## src/rtl/apb_pkg.sv

```systemverilog
// Shared types for the APB initiator: state encoding, default widths and
// command/response bundles.
package apb_pkg;

  localparam int ADDR_W_DEF = 8;
  localparam int DATA_W_DEF = 8;
  // Width of the ACCESS-phase timeout counter; covers limits up to 256.
  localparam int TIMER_W    = 8;

  typedef enum logic [1:0] {
    IDLE   = 2'b00,
    SETUP  = 2'b01,
    ACCESS = 2'b10
  } apb_state_t;

  typedef struct packed {
    logic                  write;
    logic [ADDR_W_DEF-1:0] addr;
    logic [DATA_W_DEF-1:0] wdata;
    logic [7:0]            wait_cnt;
  } apb_cmd_t;

  typedef struct packed {
    logic [DATA_W_DEF-1:0] rdata;
    logic                  err;
  } apb_rsp_t;

endpackage

```

## src/rtl/apb_timeout_timer.sv

```systemverilog
// Counts ACCESS cycles without pready and flags when the programmed limit is
// reached. A limit of 0 disables expiry. The counter never wraps.
module apb_timeout_timer
  import apb_pkg::*;
#(
  parameter int CNT_W = TIMER_W
) (
  input  logic           pclk,
  input  logic           preset,
  input  logic           clear,
  input  logic           enable,
  input  logic [CNT_W:0] limit,
  output logic           expired
);

  logic [CNT_W-1:0] count;

  // Expiry is seen during the cycle in which the count equals limit-1, so the
  // limit-th stalled ACCESS cycle is the last one.
  assign expired = (limit != '0) &&
                   ({1'b0, count} == (limit - (CNT_W+1)'(1)));

  // Stall counter: cleared when a command is accepted, saturates at expiry.
  always_ff @(posedge pclk or negedge preset) begin
    if (!preset) begin
      count <= '0;
    end else if (clear) begin
      count <= '0;
    end else if (enable && !expired && (count != '1)) begin
      count <= count + 1'b1;
    end
  end

endmodule

```

## src/rtl/apb_master.sv

```systemverilog
// APB initiator: takes one read/write command at a time, runs
// IDLE -> SETUP -> ACCESS on the bus and returns a one-cycle response strobe.
//
// Command handshake: a command transfers on a rising edge where
// cmd_valid && cmd_ready; cmd_ready is high only in IDLE (and never during
// reset), and command inputs are don't-care whenever cmd_ready is low.
// rsp_valid has no back-pressure: it is a single-cycle strobe.
module apb_master
  import apb_pkg::*;
#(
  parameter int ADDR_W  = ADDR_W_DEF,
  parameter int DATA_W  = DATA_W_DEF,
  parameter int TIMEOUT = 64
) (
  input  logic              pclk,
  input  logic              preset,
  input  logic              cmd_valid,
  output logic              cmd_ready,
  input  logic              cmd_write,
  input  logic [ADDR_W-1:0] cmd_addr,
  input  logic [DATA_W-1:0] cmd_wdata,
  input  logic [7:0]        cmd_wait,
  output logic              rsp_valid,
  output logic [DATA_W-1:0] rsp_rdata,
  output logic              rsp_err,
  output logic              psel,
  output logic              penable,
  output logic              pwrite,
  output logic [ADDR_W-1:0] paddr,
  output logic [DATA_W-1:0] pwdata,
  output logic [7:0]        pwait,
  input  logic              pready,
  input  logic [DATA_W-1:0] prdata,
  output apb_state_t        dbg_state
);

  apb_state_t state;
  logic       accept;
  logic       tmo_expired;

  assign cmd_ready = preset && (state == IDLE);
  assign accept    = cmd_valid && cmd_ready;
  assign dbg_state = state;

  apb_timeout_timer #(.CNT_W(TIMER_W)) u_timer (
    .pclk    (pclk),
    .preset  (preset),
    .clear   (accept),
    .enable  ((state == ACCESS) && !pready),
    .limit   ((TIMER_W+1)'(TIMEOUT)),
    .expired (tmo_expired)
  );

  // Bus protocol FSM; every bus and response output is a register here.
  always_ff @(posedge pclk or negedge preset) begin
    if (!preset) begin
      state     <= IDLE;
      psel      <= 1'b0;
      penable   <= 1'b0;
      pwrite    <= 1'b0;
      paddr     <= '0;
      pwdata    <= '0;
      pwait     <= '0;
      rsp_valid <= 1'b0;
      rsp_rdata <= '0;
      rsp_err   <= 1'b0;
    end else begin
      rsp_valid <= 1'b0;
      unique case (state)
        IDLE: begin
          if (accept) begin
            state   <= SETUP;
            psel    <= 1'b1;
            penable <= 1'b0;
            pwrite  <= cmd_write;
            paddr   <= cmd_addr;
            pwdata  <= cmd_wdata;
            pwait   <= cmd_wait;
          end
        end
        SETUP: begin
          state   <= ACCESS;
          penable <= 1'b1;
        end
        ACCESS: begin
          // pready is checked first so a same-edge timeout still succeeds.
          if (pready) begin
            state     <= IDLE;
            psel      <= 1'b0;
            penable   <= 1'b0;
            rsp_valid <= 1'b1;
            rsp_err   <= 1'b0;
            rsp_rdata <= pwrite ? '0 : prdata;
          end else if (tmo_expired) begin
            state     <= IDLE;
            psel      <= 1'b0;
            penable   <= 1'b0;
            rsp_valid <= 1'b1;
            rsp_err   <= 1'b1;
            rsp_rdata <= '0;
          end
        end
        default: begin
          state   <= IDLE;
          psel    <= 1'b0;
          penable <= 1'b0;
        end
      endcase
    end
  end

endmodule
```

## config.mk

```make
export PLATFORM = sky130hd
export DESIGN_NAME = apb_master
export DESIGN_NICKNAME = d
export VERILOG_FILES = /design/src/rtl/apb_pkg.sv /design/src/rtl/apb_timeout_timer.sv /design/src/rtl/apb_master.sv
export SDC_FILE = /design/constraint.sdc
export NUM_CORES = 1
export LEC_CHECK = 0
export ABC_AREA = 1
export CORE_AREA = 2 2 76 78
export DETAILED_ROUTE_END_ITERATION = 12
export DIE_AREA = 0 0 78 80
export PLACE_DENSITY_LB_ADDON = 0.25
export SETUP_SLACK_MARGIN = 0.05
export SLEW_MARGIN = 25
export SYNTH_ARGS = -nofsm -noshare
export SYNTH_HDL_FRONTEND = slang
export SYNTH_SLANG_ARGS = --single-unit
export TNS_END_PERCENT = 30
```

## constraint.sdc

```tcl
create_clock -name pclk -period 1.37 [get_ports pclk]
set_clock_uncertainty 0.15 [all_clocks]
set_input_delay 0.137 -clock pclk [delete_from_list [all_inputs] [get_ports pclk]]
set_output_delay 0.137 -clock pclk [all_outputs]
set_load 0.02 [all_outputs]
```

After elaboration in Yosys (flattened, before gate mapping). Cells that the tools add are included. Widths: inputs -> output; s select.

Register bits: 47. Bits of input ports: 37. Output and inout bits: 40. Word-level logic and storage cells: 53.

$add $sub $neg: 1. Equality and inequality tests: 6. Mux-type cells: 20. Bitwise operators: 1. Reduce and logical (&&, ||, !) cells: 14.

Operators with widths (number): $mux 8 (5); $mux 1 (9); $add 8x1->8 const B (1); $eq 8x6->1 const B (1); $ne 8x8->1 const B (1); $mux 2 (3); $pmux 1 s3 (2); $pmux 2 s3 (1); $reduce_and 2->1 (3); $logic_and 1x1->1 (5); $reduce_bool 2->1 (2); $ne 3x2->1 const B (1); $reduce_and 3->1 (1); $eq 2x1->1 const B (1); $eq 2x2->1 const B (1); $logic_not 1->1 (2); $logic_not 2->1 (1); $ne 2x2->1 const B (1); $not 1->1 (1).

Logic depth before layout (Yosys ltp).
Depth in word-level cells: 6. Mapped depth: 8. Mapped depth without buffers: 8.

Hierarchy. Synthesis repeated with hierarchy kept, for this count alone.

Cells, all modules: 307. Area total of the unflattened synthesis: 2529.9 um^2.

Modules (own cells, without submodules): apb_master (times used 1, cells each 174, area an instance 1660.3 um^2, sequential area each 975.9 um^2); apb_timeout_timer (times used 1, cells each 133, area an instance 869.6 um^2, sequential area each 200.2 um^2).

Least setup slack after synthesis. OpenSTA, ideal clock, no wires.

Kind: flip-flop to flip-flop. Start point: register state[1], in the netlist dbg_state[1]. End point: register u_timer.count[4]. Library setup time: 118 ps. Arrival time: 1310 ps. Required time: 1102 ps. Setup slack: -208 ps. Stages on the path, launching flop included: 6. Path buffers: 1. Clock period less this slack: 1578 ps. Cell sequence: dfrtp_1 -> nor3b_4 -> nand2_4 -> buf_2 -> nand3_1 -> nand2_1.

Elaborated cells on any way between the ends: 9. Those cells by class: eq/ne: 1; mux: 1; reduce/logical: 7.

RTL lines: start, declared (line apb_master.sv:37) `apb_state_t state;`; start signal, assigned (line apb_master.sv:57) `state <= IDLE;`; start signal, assigned (line apb_master.sv:72) `state <= SETUP;`; start signal, assigned (line apb_master.sv:82) `state <= ACCESS;`; $logic_not 2->1 (*) (line apb_master.sv:41) `assign cmd_ready = preset && (state == IDLE);`; $logic_and 1x1->1 (*) (line apb_master.sv:41); net cmd_ready (line apb_master.sv:18) `output logic cmd_ready,`; $logic_and 1x1->1 (*) (line apb_master.sv:42) `assign accept = cmd_valid && cmd_ready;`; $mux 8 / $reduce_bool 2->1 (equally long branches); end signal, assigned (line apb_timeout_timer.sv:30) `count <= count + 1'b1;`; end, declared (line apb_timeout_timer.sv:16) `logic [CNT_W-1:0] count;`.

The timed path passes the listed nets; every way through them passes the cells marked *. A chain may end at the register's enable or synchronous reset.

Final worst setup path.
Start point: register u_timer.count[1]. End point: register psel.

Longest elaborated chain between the ends: 3.

RTL lines: $eq 8x6->1 (line apb_timeout_timer.sv:21) `({1'b0, count} == (limit - (CNT_W+1)'(1)));`; $ne 3x2->1 (no line); $reduce_and 3->1 (no line); end signal, assigned (line apb_master.sv:58) `psel <= 1'b0;`; end signal, assigned (line apb_master.sv:73) `psel <= 1'b1;`; end signal, assigned (line apb_master.sv:89) `psel <= 1'b0;`; end, declared (line apb_master.sv:26) `output logic psel,`.

Every way passes these cells.

==> flow_results.org <==
** Cells and area
- Summing all non-filler instances in the final layout gives an area of 0.00356 mm2.
- Cells with a size suffix above 1 make up 25.7% of the layout.
- Counting the fill cells in the layout gives 472.
- Nets@finish :: 410
- Area added between synthesis and finish :: 67.8%
- Share of the core filled with cells :: 65.9%
- Antenna Diode Count :: 0

** STA
- Setup violations remaining at the end of the flow were counted as 48.
- Setup slack of the critical path after layout :: -150 ps
- The smallest clock period supported by the final layout is computed as 1520 ps.
- Measured against its own limit, the worst slew margin works out to 59.9%.
- Final Hold Viols :: 0
- The final number of max-transition violations was 0.
- Final worst path period share :: 111%
- Slew at the pin closest to its max-slew limit :: 601 ps
- Setup repair after global routing could not meet its margin everywhere.
- Max frequency :: 658 MHz

** Drt
- Wirelength, routed :: 5660 um
- For this run, the detailed router's first-pass iteration total came to 4.
- The routed layout has 2018 vias.
- Mean number of vias per cell :: 4.53
- Final ANT Viol Nets :: 0
- Initial DRC count :: 79
- Residual DRC count :: 0
- After detailed routing, the average wire length per cell comes to 12.7 um.

** Worst setup path
- The largest single stage delay on the critical path is 410 ps.
- CP required :: 1410 ps
- Arrival time at the worst endpoint :: 1560 ps
- STA classifies the critical path startpoint as a flip-flop.
- Critical path cell sequence :: ha_4 -> nand2_4 -> nor2_4 -> nand2_4 -> nand2_1 -> nand2_1 -> nand2_1 -> nand2_1
- By startpoint and endpoint, the worst setup path is classified as reg2reg.
- The worst setup path is captured at a flip-flop.
- Number of buffer and inverter instances along the worst setup path :: 0
- Cell class contributing the biggest share of worst-path delay :: simple AND/OR/NAND/NOR gates
- Library cell contributing the largest single delay on the critical path :: dfrtp_1
- Among the stages of the critical path, the cell type that occurs most often is nand2_1.
- Of all nets on the critical path, the largest fanout is 4.

** Flow run
- Max-cap violations :: 0

** Die
- The die covers 0.00624 mm2.
- The die is 80 um tall.
- Number of top-level pins :: 77
- Once the floorplan was initialized, standard cells occupied 39.3% of the core.
- In this run the core area contains 27 standard-cell rows.
- Chip width :: 78 um
- The total area inside the core boundary comes to 0.00541 mm2.

** Clock network
- Clock-pin slew was measured on the worst setup and hold paths at 90 ps.
- Sinks on the clock net :: 47
- Maximum buffer depth of the clock tree :: 2
- The later pin in the worst-skew pair is clocked with a latency of 300 ps.
- In this run the clock root is driven by a clkbuf_8.
- TritonCTS built the clock tree.
- In this run, CTS created clock tree buffers numbering 5.
- H-tree depth :: 2

** Power and ir drop
- Summing internal, switching and leakage power gives 4.52 mW.
- The internal power of the cells totals 2.97 mW.
- Leakage power summed over all cells :: 1.92 nW
- Power share of the clock group :: 22.3%
- Proportion of power drawn by combinational gates :: 36.5%
- In this run the power density over the cells is 1270 mW/mm2.
- VDD sags by at most 0.940 mV.
- For this design the total switching power over the nets is 1.55 mW.
- Net switching share of the total power :: 34.3%
- Of the total power, registers draw 41.2%.

** Logic synthesis
- The mapped netlist covers 0.00212 mm2.
- Sequential cell area fraction in the yosys report :: 55.4%
- Synthesized area divided by synthesized cell count :: 8.26 um2
- Flop and latch count out of synthesis :: 47
- Synthesis warning total :: 0
- The top cell type by area accounts for 55.4% of the synthesized area.
- For this run, asynchronously set or reset flops after synthesis account for 100%.
- When the netlist entered floorplanning its net count stood at 295.
- Top area cells in the synthesized netlist :: dfrtp_1 55%, nand2_1 23%, nand3_1 4.7%, inv_1 2.8%, nor2_1 2.1%
- Yosys mapped a number of flops with a built-in enable equal to 0.
- Of all cell types, the one taking the most synthesized area is dfrtp_1.
- For this run, the leading register cell type out of synthesis is dfrtp_1.
- The cell count after synthesis came out at 257.
- Distinct cell type count after synthesis :: 22

** Global route
- First-pass GRT wire length :: 8270 um
- Met1 Usage GRT :: 20.2%
- For this run, global-route usage on met2 was measured as 28.9%.
- Number of global-route vias before repair :: 1892
- After global routing, the most crowded layer is met2.
- Entering global routing, the biggest net connects 48 pins.
- After global routing the overflow that remains totals 0.
- Global routing used 16.9% of the available tracks.
- Number of antenna violations at the first check in global routing :: 0
- In the global route stage, met3 resource usage came out at 5.43%.

** Outcome
- The final reports fail on negative setup slack.
- The flow ran to the end, but the final reports show violations.

** Hold path
- The min-delay analysis places its worst path in the category in2reg.

** Placement
- Once detailed placement completed, the half-perimeter wirelength came to 3600 um.
- Post-Place Cell Area :: 0.00318 mm2
- Input and output buffers added on the ports amount to 76.
- The congestion estimate from routability-driven global placement came to 0.836.
==> synth_stat cells (2+ instances only) <==
master and number:
nand2_1 132, nor2_1 12, inv_1 16, nand2_2 3, nor2_4 2, inv_2 3, buf_2 4, xor2_1 3
buf_6 2, dfrtp_1 47, nand2_4 3, nand3_1 20
==> worst paths after layout <==
path                                  start      endpoint  slack, ps  cells after the start
max                        u_timer.count[1]          psel       -150                      8
min                             cmd_addr[2]      paddr[2]        210                      3
max reg2reg                u_timer.count[1]          psel       -150                      8
min reg2reg                    rsp_rdata[1]  rsp_rdata[1]        320                      2
max in group asynchronous            preset  dbg_state[1]        270                      3
min in group asynchronous            preset      paddr[3]        370                      3
==> cell usage in the layout, fill, tap and decap left out, types with 2 or more instances in the layout <==
cell type	instances
buf_12	4
buf_4	25
buf_6	4
clkbuf_16	4
clkbuf_2	6
clkbuf_8	5
clkdlybuf4s15_1	19
clkdlybuf4s50_1	35
dfrtp_1	45
dfrtp_2	2
dlygate4sd2_1	12
inv_1	15
inv_2	3
inv_6	2
nand2_1	114
nand2_2	15
nand2_4	8
nand2_8	3
nand3_1	17
nand3_2	4
nor2_1	12
nor2_4	2
xor2_1	3
==> stage by stage <==
step	worst slack [ps]	cells	hold slack [ps]	TNS (ps)
floorplan	-134	257	-309	-4600
global placement	-145	424	167	-3770
CTS	-161	433	202	-4790
detailed placement	-172	424	170	-5080
global route	-252	445	212	-8170
finish	-150	445	210	-5030
==> flip-flops by register name, summed over array words and instances (netlist names) <==
name           count
rsp_valid          1
penable            1
pwrite             1
u_timer.count      8
rsp_rdata          8
pwdata             8
dbg_state          2
rsp_err            1
paddr              8
psel               1
pwait              8
==> area by class of cell <==
type | instances | area [um2] | share of cell area [%]
flip-flops and latches | 47 | 1180 | 33.1
repair buffers | 111 | 1100 | 31.0
multi-input cells | 186 | 982 | 27.6
inverters | 21 | 96.3 | 2.71
well taps | 72 | 90.1 | 2.53
clock buffers | 6 | 72.6 | 2.04
clock inverters | 2 | 37.5 | 1.05
==> power by group through the flow <==
| stage | Sequential [mW] | Clock [mW] | Combinational [mW] |
|---|---|---|---|
| final | 1.86 | 1.01 | 1.65 |
| after global routing | 1.90 | 1.10 | 1.79 |
| after CTS | 1.84 | 1.03 | 1.48 |
| after detailed placement | 1.86 | 0 | 1.63 |
| after global placement | 1.86 | 0 | 1.60 |
| after floorplan | 2.20 | 0 | 0.394 |
==> what timing repair did <==
action	in CTS	in global routing
endpoints found under the setup margin	87	84
setup buffers	0	5
hold endpoints to repair	47	0
gates cloned	0	7
gates resized for setup	63	60
hold buffers	1	0
pin swaps	2	13
==> metal layers <==
metal  wire length, um  vias up  share of wire, %
met5                 0        -                 0
met4                55        0              0.97
met3               377        5               6.7
met2              2820       56                50
met1              2400      938                42
li1                  -     1019                 -
==> kinds of logic after synthesis <==
family	Yosys count	share of synthesized area, %
buffers and inverters	27	5.90
AOI/OAI and AO/OA	1	0.236
adders and majority gates	1	0.590
xor gates and xnor gates	3	1.24
and+or+nand+nor	178	36.6
DFF	47	55.4
==> tightest hold or removal path, stage by stage <==
cell and delay, ps:
clkdlybuf4s50_1 390, nand2_1 70, nand2_1 40
No activity file was read; power rests on OpenSTA's default activity.
